===== src/rtl/el2_mem_bank_arb_if.sv =====
`default_nettype none
// ----------------------------------------------------------------------------
// el2_mem_bank_arb_if : requester and SRAM-bank bus of el2_mem_bank_arb
// Rev 1.0
// ----------------------------------------------------------------------------
interface el2_mem_bank_arb_if #(
   parameter int NUM_PORTS = 2,
   parameter int NUM_BANKS = 4,
   parameter int ADDR_W    = 16,
   parameter int DATA_W    = 32,
   parameter int ECC_W     = 7
);
   localparam int BANK_BITS = $clog2(NUM_BANKS);
   localparam int ROW_W     = ADDR_W - BANK_BITS;

   logic [NUM_PORTS-1:0]         req_valid;
   logic [NUM_PORTS-1:0]         req_ready;
   logic [NUM_PORTS-1:0]         req_we;
   logic [NUM_PORTS*ADDR_W-1:0]  req_addr;
   logic [NUM_PORTS*DATA_W-1:0]  req_wdata;
   logic [NUM_PORTS*ECC_W-1:0]   req_wecc;
   logic [NUM_PORTS-1:0]         rsp_valid;
   logic [NUM_PORTS*DATA_W-1:0]  rsp_rdata;
   logic [NUM_PORTS*ECC_W-1:0]   rsp_recc;
   logic [NUM_BANKS-1:0]         mem_clken;
   logic [NUM_BANKS-1:0]         mem_wren_bank;
   logic [NUM_BANKS*ROW_W-1:0]   mem_addr_bank;
   logic [NUM_BANKS*DATA_W-1:0]  mem_wr_data_bank;
   logic [NUM_BANKS*ECC_W-1:0]   mem_wr_ecc_bank;
   logic [NUM_BANKS*DATA_W-1:0]  mem_bank_dout;
   logic [NUM_BANKS*ECC_W-1:0]   mem_bank_ecc;

   // master is the surrounding environment: requesters plus the SRAM sink
   modport master (
      output req_valid, req_we, req_addr, req_wdata, req_wecc,
      output mem_bank_dout, mem_bank_ecc,
      input  req_ready, rsp_valid, rsp_rdata, rsp_recc,
      input  mem_clken, mem_wren_bank, mem_addr_bank, mem_wr_data_bank, mem_wr_ecc_bank
   );

   modport slave (
      input  req_valid, req_we, req_addr, req_wdata, req_wecc,
      input  mem_bank_dout, mem_bank_ecc,
      output req_ready, rsp_valid, rsp_rdata, rsp_recc,
      output mem_clken, mem_wren_bank, mem_addr_bank, mem_wr_data_bank, mem_wr_ecc_bank
   );
endinterface
`default_nettype wire


===== src/rtl/el2_mem_bank_arb.sv =====
`default_nettype none
// ----------------------------------------------------------------------------
// el2_mem_bank_arb : banked CCM SRAM front end, per-bank round-robin, zero-fill
// Rev 1.0
// ----------------------------------------------------------------------------
module el2_mem_bank_arb #(
   parameter int               NUM_PORTS = 2,
   parameter int               NUM_BANKS = 4,
   parameter int               ADDR_W    = 16,
   parameter int               DATA_W    = 32,
   parameter int               ECC_W     = 7,
   parameter logic [ECC_W-1:0] ZERO_ECC  = '0,
   parameter int               RD_LAT    = 1,
   parameter bit               INIT_EN   = 1'b1
) (
   input  logic               clk,
   input  logic               rst,
   el2_mem_bank_arb_if.slave  bus,
   output logic               init_done
);
   localparam int BANK_BITS = $clog2(NUM_BANKS);
   localparam int ROW_W     = ADDR_W - BANK_BITS;
   localparam int PORT_W    = (NUM_PORTS > 1) ? $clog2(NUM_PORTS) : 1;
   localparam logic [ROW_W-1:0] LAST_ROW = '1;

   typedef enum logic [0:0] {
      S_INIT = 1'b0,
      S_RUN  = 1'b1
   } state_t;

   state_t           state, state_nxt;
   logic [ROW_W-1:0] row, row_nxt;
   logic             done_nxt;
   logic             init_drive;
   logic             run;

   always_ff @(posedge clk) begin
      if (rst) begin
         state     <= S_INIT;
         row       <= '0;
         init_done <= 1'b0;
      end else begin
         state     <= state_nxt;
         row       <= row_nxt;
         init_done <= done_nxt;
      end
   end

   // rst gates the drive terms so every output reads 0 while reset is held
   always_comb begin
      state_nxt  = state;
      row_nxt    = row;
      done_nxt   = init_done;
      init_drive = 1'b0;
      run        = 1'b0;
      case (state)
         S_INIT: begin
            if (INIT_EN) begin
               init_drive = ~rst;
               row_nxt    = row + 1'b1;
               if (row == LAST_ROW) begin
                  state_nxt = S_RUN;
                  done_nxt  = 1'b1;
               end
            end else begin
               state_nxt = S_RUN;
               done_nxt  = 1'b1;
            end
         end
         S_RUN:   run = ~rst;
         default: state_nxt = S_INIT;
      endcase
   end

   logic [BANK_BITS-1:0] p_bank  [NUM_PORTS];
   logic [ROW_W-1:0]     p_row   [NUM_PORTS];
   logic [DATA_W-1:0]    p_wdata [NUM_PORTS];
   logic [ECC_W-1:0]     p_wecc  [NUM_PORTS];

   for (genvar p = 0; p < NUM_PORTS; p++) begin : g_port_unpack
      assign p_bank[p]  = bus.req_addr[p*ADDR_W +: BANK_BITS];
      assign p_row[p]   = bus.req_addr[p*ADDR_W+BANK_BITS +: ROW_W];
      assign p_wdata[p] = bus.req_wdata[p*DATA_W +: DATA_W];
      assign p_wecc[p]  = bus.req_wecc[p*ECC_W +: ECC_W];
   end

   logic [PORT_W-1:0]    rr_ptr   [NUM_BANKS];
   logic [PORT_W-1:0]    gnt_port [NUM_BANKS];
   logic [NUM_BANKS-1:0] gnt_any;
   logic [NUM_PORTS-1:0] ready;

   // Scan ports starting at the bank's pointer; first matching requester wins
   always_comb begin
      int idx;
      idx     = 0;
      gnt_any = '0;
      ready   = '0;
      for (int b = 0; b < NUM_BANKS; b++) begin
         gnt_port[b] = '0;
         for (int k = 0; k < NUM_PORTS; k++) begin
            idx = int'(rr_ptr[b]) + k;
            if (idx >= NUM_PORTS) idx = idx - NUM_PORTS;
            if (run && !gnt_any[b] && bus.req_valid[idx] && (p_bank[idx] == BANK_BITS'(b))) begin
               gnt_any[b]  = 1'b1;
               gnt_port[b] = PORT_W'(idx);
               ready[idx]  = 1'b1;
            end
         end
      end
   end

   assign bus.req_ready = ready;

   always_ff @(posedge clk) begin
      for (int b = 0; b < NUM_BANKS; b++) begin
         if (rst) begin
            rr_ptr[b] <= '0;
         end else if (gnt_any[b]) begin
            rr_ptr[b] <= (int'(gnt_port[b]) == NUM_PORTS - 1) ? '0 : gnt_port[b] + 1'b1;
         end
      end
   end

   logic [NUM_BANKS-1:0]        clken;
   logic [NUM_BANKS-1:0]        wren;
   logic [NUM_BANKS*ROW_W-1:0]  addr_bank;
   logic [NUM_BANKS*DATA_W-1:0] wdata_bank;
   logic [NUM_BANKS*ECC_W-1:0]  wecc_bank;

   always_comb begin
      clken      = '0;
      wren       = '0;
      addr_bank  = '0;
      wdata_bank = '0;
      wecc_bank  = '0;
      for (int b = 0; b < NUM_BANKS; b++) begin
         if (init_drive) begin
            clken[b]                      = 1'b1;
            wren[b]                       = 1'b1;
            addr_bank[b*ROW_W +: ROW_W]   = row;
            wecc_bank[b*ECC_W +: ECC_W]   = ZERO_ECC;
         end else if (gnt_any[b]) begin
            clken[b]                      = 1'b1;
            wren[b]                       = bus.req_we[gnt_port[b]];
            addr_bank[b*ROW_W +: ROW_W]   = p_row[gnt_port[b]];
            wdata_bank[b*DATA_W +: DATA_W] = p_wdata[gnt_port[b]];
            wecc_bank[b*ECC_W +: ECC_W]   = p_wecc[gnt_port[b]];
         end
      end
   end

   assign bus.mem_clken        = clken;
   assign bus.mem_wren_bank    = wren;
   assign bus.mem_addr_bank    = addr_bank;
   assign bus.mem_wr_data_bank = wdata_bank;
   assign bus.mem_wr_ecc_bank  = wecc_bank;

   logic [NUM_PORTS-1:0] rd_v1;
   logic [BANK_BITS-1:0] rd_bank1 [NUM_PORTS];
   logic [DATA_W-1:0]    mux_data [NUM_PORTS];
   logic [ECC_W-1:0]     mux_ecc  [NUM_PORTS];

   always_ff @(posedge clk) begin
      for (int p = 0; p < NUM_PORTS; p++) begin
         if (rst) begin
            rd_v1[p]    <= 1'b0;
            rd_bank1[p] <= '0;
         end else begin
            rd_v1[p] <= ready[p] & ~bus.req_we[p];
            if (ready[p]) rd_bank1[p] <= p_bank[p];
         end
      end
   end

   // Bank output is valid the cycle after the read, when stage 1 holds the bank index
   for (genvar p = 0; p < NUM_PORTS; p++) begin : g_rsp_mux
      assign mux_data[p] = bus.mem_bank_dout[int'(rd_bank1[p])*DATA_W +: DATA_W];
      assign mux_ecc[p]  = bus.mem_bank_ecc[int'(rd_bank1[p])*ECC_W +: ECC_W];
   end

   if (RD_LAT == 2) begin : g_lat2
      logic [NUM_PORTS-1:0]        v2;
      logic [NUM_PORTS*DATA_W-1:0] d2;
      logic [NUM_PORTS*ECC_W-1:0]  e2;

      always_ff @(posedge clk) begin
         if (rst) begin
            v2 <= '0;
            d2 <= '0;
            e2 <= '0;
         end else begin
            v2 <= rd_v1;
            for (int p = 0; p < NUM_PORTS; p++) begin
               if (rd_v1[p]) begin
                  d2[p*DATA_W +: DATA_W] <= mux_data[p];
                  e2[p*ECC_W +: ECC_W]   <= mux_ecc[p];
               end
            end
         end
      end

      assign bus.rsp_valid = v2;
      assign bus.rsp_rdata = d2;
      assign bus.rsp_recc  = e2;
   end else begin : g_lat1
      logic [NUM_PORTS*DATA_W-1:0] d1;
      logic [NUM_PORTS*ECC_W-1:0]  e1;

      always_comb begin
         d1 = '0;
         e1 = '0;
         for (int p = 0; p < NUM_PORTS; p++) begin
            d1[p*DATA_W +: DATA_W] = mux_data[p];
            e1[p*ECC_W +: ECC_W]   = mux_ecc[p];
         end
      end

      assign bus.rsp_valid = rd_v1;
      assign bus.rsp_rdata = d1;
      assign bus.rsp_recc  = e1;
   end
endmodule
`default_nettype wire


===== src/flat_wrapper.sv =====
// flat-port wrapper written by rule: the top's interface ports become plain ports
module el2_mem_bank_arb_flat 
#(
   parameter int               NUM_PORTS = 2,
   parameter int               NUM_BANKS = 4,
   parameter int               ADDR_W    = 16,
   parameter int               DATA_W    = 32,
   parameter int               ECC_W     = 7,
   parameter logic [ECC_W-1:0] ZERO_ECC  = '0,
   parameter int               RD_LAT    = 1,
   parameter bit               INIT_EN   = 1'b1
)
  (clk, rst, init_done, bus_req_valid, bus_req_we, bus_req_addr, bus_req_wdata, bus_req_wecc, bus_mem_bank_dout, bus_mem_bank_ecc, bus_req_ready, bus_rsp_valid, bus_rsp_rdata, bus_rsp_recc, bus_mem_clken, bus_mem_wren_bank, bus_mem_addr_bank, bus_mem_wr_data_bank, bus_mem_wr_ecc_bank);
  el2_mem_bank_arb_if #(.NUM_PORTS(NUM_PORTS), .NUM_BANKS(NUM_BANKS), .ADDR_W(ADDR_W), .DATA_W(DATA_W), .ECC_W(ECC_W)) bus_i ();
  input  logic clk;
  input  logic rst;
  output logic init_done;
  input wire logic [$bits(bus_i.req_valid)-1:0] bus_req_valid;
  input wire logic [$bits(bus_i.req_we)-1:0] bus_req_we;
  input wire logic [$bits(bus_i.req_addr)-1:0] bus_req_addr;
  input wire logic [$bits(bus_i.req_wdata)-1:0] bus_req_wdata;
  input wire logic [$bits(bus_i.req_wecc)-1:0] bus_req_wecc;
  input wire logic [$bits(bus_i.mem_bank_dout)-1:0] bus_mem_bank_dout;
  input wire logic [$bits(bus_i.mem_bank_ecc)-1:0] bus_mem_bank_ecc;
  output wire logic [$bits(bus_i.req_ready)-1:0] bus_req_ready;
  output wire logic [$bits(bus_i.rsp_valid)-1:0] bus_rsp_valid;
  output wire logic [$bits(bus_i.rsp_rdata)-1:0] bus_rsp_rdata;
  output wire logic [$bits(bus_i.rsp_recc)-1:0] bus_rsp_recc;
  output wire logic [$bits(bus_i.mem_clken)-1:0] bus_mem_clken;
  output wire logic [$bits(bus_i.mem_wren_bank)-1:0] bus_mem_wren_bank;
  output wire logic [$bits(bus_i.mem_addr_bank)-1:0] bus_mem_addr_bank;
  output wire logic [$bits(bus_i.mem_wr_data_bank)-1:0] bus_mem_wr_data_bank;
  output wire logic [$bits(bus_i.mem_wr_ecc_bank)-1:0] bus_mem_wr_ecc_bank;
  assign bus_i.req_valid = bus_req_valid;
  assign bus_i.req_we = bus_req_we;
  assign bus_i.req_addr = bus_req_addr;
  assign bus_i.req_wdata = bus_req_wdata;
  assign bus_i.req_wecc = bus_req_wecc;
  assign bus_i.mem_bank_dout = bus_mem_bank_dout;
  assign bus_i.mem_bank_ecc = bus_mem_bank_ecc;
  assign bus_req_ready = bus_i.req_ready;
  assign bus_rsp_valid = bus_i.rsp_valid;
  assign bus_rsp_rdata = bus_i.rsp_rdata;
  assign bus_rsp_recc = bus_i.rsp_recc;
  assign bus_mem_clken = bus_i.mem_clken;
  assign bus_mem_wren_bank = bus_i.mem_wren_bank;
  assign bus_mem_addr_bank = bus_i.mem_addr_bank;
  assign bus_mem_wr_data_bank = bus_i.mem_wr_data_bank;
  assign bus_mem_wr_ecc_bank = bus_i.mem_wr_ecc_bank;
  el2_mem_bank_arb #(.NUM_PORTS(NUM_PORTS), .NUM_BANKS(NUM_BANKS), .ADDR_W(ADDR_W), .DATA_W(DATA_W), .ECC_W(ECC_W), .ZERO_ECC(ZERO_ECC), .RD_LAT(RD_LAT), .INIT_EN(INIT_EN)) u_core (.clk(clk), .rst(rst), .bus(bus_i), .init_done(init_done));
endmodule

===== config.mk =====
export PLATFORM = sky130hd
export DESIGN_NAME = el2_mem_bank_arb_flat
export DESIGN_NICKNAME = d
export VERILOG_FILES = /design/src/rtl/el2_mem_bank_arb_if.sv /design/src/rtl/el2_mem_bank_arb.sv /design/src/flat_wrapper.sv
export SDC_FILE = /design/constraint.sdc
export NUM_CORES = 1
export LEC_CHECK = 0
export ABC_AREA = 1
export BUFFER_PORTS_ARGS = -buffer_cell sky130_fd_sc_hd__buf_4
export CORE_AREA = 5 5 220 222
export DETAILED_ROUTE_END_ITERATION = 10
export DIE_AREA = 0 0 225 227
export SYNTH_ARGS = -nofsm -noshare
export SYNTH_HDL_FRONTEND = slang
export SYNTH_SLANG_ARGS = --single-unit

===== constraint.sdc =====
create_clock -name clk -period 1.7 [get_ports clk]
set_input_delay 0.085 -clock clk [delete_from_list [all_inputs] [get_ports clk]]
set_output_delay 0.085 -clock clk [all_outputs]
set_load 0.005 [all_outputs]

# Word-level counts from Yosys, hierarchy flattened
# Memories as Yosys holds them, arrays and structs flattened.
# Cells that the tools add are included.
# word_totals
register_bits,18
mem_bits_rw,8
in_bits,272
out_inout_bits,303
word_cells,352
mem_count,2
# memory_table
memory,words,width,rd,rd_clocked_by_memory_dff,write_ports,line,text
u_core.rd_bank1,2,2,2,0,2,el2_mem_bank_arb.sv:159,logic [BANK_BITS-1:0] rd_bank1 [NUM_PORTS];
u_core.rr_ptr,4,1,4,0,4,el2_mem_bank_arb.sv:87,logic [PORT_W-1:0] rr_ptr [NUM_BANKS];
# op_classes
addsub,17
n_mul,2
order_cmp,40
n_eq_ne,7
n_shift,4
muxes,210
bitwise_logic,31
reduce_logical,35
# ops
op,count
$mux W32,28
$mux W14,20
$ge A32 B1 Y1 const B,8
$ge A32 B2 Y1 const B,8
$lt A32 B3 Y1 const B,8
$not A32 Y32,8
$shiftx A128 B8 Y32,2
$mux W7,20
$ge A32 B3 Y1 const B,4
$sub A32 B3 Y32 const B,4
$mux W1,100
$mux W2,34
$shiftx A28 B32 Y7,2
$logic_and A1 B1 Y1,28
$add A14 B1 Y14 const B,1
$eq A14 B14 Y1 const B,1
$or A2 B2 Y2,7
$sub A1 B2 Y3 const B,4
$mul A2 B3 Y5 const B,2
$add A1 B1 Y2 const B,4
$demux W1 S1,8
$eq A2 B2 Y1 const B,4
$ge A1 B2 Y1 const B,4
$ge A2 B2 Y1 const B,4
10 further kinds,33

# Depth between registers and ports, before layout
# An unclocked memory read counts as a cell.
# logic_depth
word_depth,31
ltp_mapped,12

# Least setup slack after synthesis
# Ideal clock, no wire load.
# synth_path
kind,register -> register
startpoint,memory u_core.rr_ptr[3] (netlist bit)
endpoint,"memory u_core.rd_bank1[1][0] (netlist bit), enable pin"
arrival_ns,1.456
t_required_ns,1.441
slack_ns,-0.015
path_stages_with_launch,8
n_path_buf,1
period_less_slack_ns,1.715
path_cell_list,edfxtp_1 > o21ai_2 > nand3_4 > nand3_2 > buf_6 > nand3_1 > nor2_2 > nand2_1
# synth_lines
item,line
from (decl),el2_mem_bank_arb.sv:87
to (decl),el2_mem_bank_arb.sv:159

==> summary.md <==
| Metric | Value |
|---|---|
| Setup TNS | `-81.29 ns` |
| Largest net degree at the start of global routing | `44` |
| Hold Buf Count CTS | `0` |
| Post-Synth Simple-Gate Area | `34.6%` |
| Count of final hold-check violations | `0` |
| Seq cells post-synth | `26` |
| Std cell rows | `79` |
| Global Route Usage Sum | `22.6%` |
| DP Wirelength | `42.6 mm` |
| First drt pass iteration count | `7` |
| Area Overhead vs Synth | `174%` |
| Final period util | `131%` |
| Initial antenna violation count | `2` |
| Effective utilization at floorplan | `15.1%` |
| CP arrival | `2.14 ns` |
| Max VDD drop | `0.308 mV` |
| CP max FO | `43` |
| XOR/XNOR share of the synthesized area | `0.377%` |
| Die Wd | `225 µm` |
| Vias per cell | `5.34` |
| Maximum buffer depth of the clock tree | `2` |
| RSZ-0062 raised after global routing | `yes` |
| Die Span Y | `227 µm` |
| Sink Count | `26` |
| Worst Hold Launch | `bus_req_we[0]` |
| Residual DRC count | `0` |
| # fillers | `4511` |
| Failing checks | `negative setup slack` |
| ANT nets after route | `0` |
| Max transition margin | `56.2%` |
| Post-Syn Area | `6970 µm²` |
| Placer Congestion | `0.953` |
| Actual slew at the worst max-slew pin | `0.657 ns` |
| Synth cell types | `35` |
| Register area share after synthesis | `8.62%` |
| Clock-pin transition on the worst setup and hold timing paths | `0.08 ns` |
| Post-route insts no fill | `2739` |
| Vias in the first global route | `13500` |
| Htree depth | `1` |
| Boundary Pins | `575` |
| Via count | `14600` |
| Final min period | `2.22 ns` |
| Top cells by area, synth | `o21ai_0 19%, nor2_1 16%, nand2_1 9.6%` |
| First-pass GRT wire length | `88.8 mm` |
| Initial DRC count | `1574` |
| Yosys top cell by area | `o21ai_0` |
| Outcome | `finished with violations` |
| Avg Inst Size Synth | `5.04 µm²` |
| Final nets | `2405` |
| Worst r2r src | `u_core.rr_ptr[3]` |
| Synth Instances | `1384` |
| Maximum capacitance violations | `0` |
| Final setup fails | `284` |
| CP startpoint | `u_core.rr_ptr[3]` |
| Critical Path Sink Type | `output port` |
| Final WS setup | `-0.523 ns` |
| Setup Skew | `0.00462 ns` |
| Post-synthesis compound-gate area fraction | `42.1%` |
| Share of cells above drive strength 1 | `63.9%` |
| Warnings from Yosys | `0` |
| Mux contribution to synthesized area | `0%` |
| Crit path kind | `reg2out` |
| Required time of the critical path | `1.62 ns` |
| Total die area | `51100 µm²` |
| Clock buffer count from CTS | `3` |
| Post-Route WL | `72.1 mm` |
| CTS tree | `done` |
| Clk root buf | `clkbuf_16` |
| Placed cell count | `2559` |
| P_leak | `8.68 nW` |
| Power per cell area | `205 nW/µm²` |
| Fmax | `450 MHz` |
| Worst skew pair latency | `0.27 ns` |
| Worst min-delay path category | `in2reg` |
| Final Max Tran Viols | `0` |
| Mapped Nets | `1657` |
| Core ar. | `46200 µm²` |
| Routed len/inst | `26.3 µm` |
| Largest family of logic cells by synthesized area | `compound AO/OA/AOI/OAI gates` |
| Startpoint types | `flop` |
| Port Buffers | `574` |
| Gr ovfl total | `0` |
| Area share of the largest cell type after synthesis | `19.2%` |
| Post-Synth Adder-Cell Area | `0.180%` |
| Register area | `604 µm²` |
| Hold Slack | `0.0107 ns` |
| Footprint of the multi-input gates | `7950 µm²` |
registers in the layout (all words and copies together), names as in the netlist:
register and count:
u_core.bus.rsp_valid 2, u_core.init_done 1, u_core.rd_bank1 4, u_core.row 14
u_core.rr_ptr 4, u_core.state 1
logic make-up (layout without fill, tap and decap cells):
logic type,after synthesis,in the layout
buf+inv,235,981
flops,26,26
xor+xnor,3,3
compound gates,532,532
other cells,0,1
fa+ha+maj,1,1
simple gates,587,588
area by class of cell:
cell class,instances,area share [%]
Sequential cell,26,3.17
Antenna cell,1,0.0131
Timing Repair Buffer,867,48.1
Clock buffer,4,0.525
Multi-Input combinational cell,1124,41.6
Inverter,110,2.59
Tap cell,607,3.98
per-layer routing:
metal,track usage (%),share of wire [%]
met1,25.3,34
met3,5.08,9.8
met4,12.2,7.2
met2,40.1,49
met5,0,0
through the flow:
stage	utilization, %	worst slack (ns)	total power [W]	instance area, µm²
after floorplan	-	0.00175	0.00123	7010
after global placement	27.7	-0.156	0.00250	12800
after detailed placement	27.7	-0.219	0.00251	12800
after CTS	34.9	-0.446	0.00338	16100
after global routing	41.3	-0.594	0.00406	19100
final	41.3	-0.523	0.00391	19100
timing repair:
| item | in CTS | in global routing |
|---|---|---|
| resized for setup | 390 | 667 |
| setup endpoints to repair | 284 | 317 |
| cloned | 47 | 34 |
| setup buffers | 71 | 59 |
| pin swaps | 50 | 131 |
cells in the mapped netlist, drive strengths merged:
| cell | number |
|---|---|
| ha | 1 |
| dfxtp | 18 |
| xor2 | 3 |
| edfxtp | 8 |
| and2 | 1 |
| buf | 56 |
| inv | 110 |
| o211ai | 17 |
| a22o | 1 |
| o21ai | 307 |
| nand4 | 11 |
| a21oi | 87 |
| a31oi | 2 |
| o22ai | 78 |
| nor3 | 4 |
| a211oi | 39 |
| clkbuf | 69 |
| nand3b | 2 |
| nand3 | 86 |
| nand2 | 182 |
| o21ba | 1 |
| nor2 | 301 |
placed cells by master, fill, tap and decap left out, drive strengths merged:
cell type	instances
buf	837
o21ai	307
nor2	301
nand2	183
inv	108
a21oi	87
nand3	86
o22ai	78
a211oi	39
clkbuf	34
dfxtp	18
o211ai	17
nand4	11
edfxtp	8
nor3	4
xor2	3
nand3b	2
a31oi	2
clkinv	2
diode	1
and2	1
a22o	1
o21ba	1
ha	1
path summary, 6_finish.rpt:
path | end | slack [ns] | depth (start not counted)
setup / recovery | bus_mem_wr_data_bank[113] | -0.52 | 12
hold reg to reg | u_core.row[9] | 0.50 | 2
hold / removal | u_core.bus.rsp_valid[0] | 0.01 | 2
setup reg to reg | u_core.rd_bank1[1][1] | -0.22 | 12
critical path: stages (launching register included):
cell      delay, ns
edfxtp_1       0.42
buf_6          0.16
inv_4          0.07
nand2_2        0.05
nor2_2         0.09
nor2_2         0.06
nor2_4         0.15
nand3_4        0.15
buf_12         0.21
nand3_1        0.13
nand2_1        0.07
nor2_1         0.13
buf_4          0.13
where the power goes:
group	switching, W	internal, W	total [W]	leakage (nW)
Sequential	0.0000148	0.000651	0.000666	0.229
Clock	0.000255	0.000411	0.000666	0.0493
Combinational	0.00134	0.00124	0.00258	8.40
Note: power is estimated with default switching activity, not from simulation.
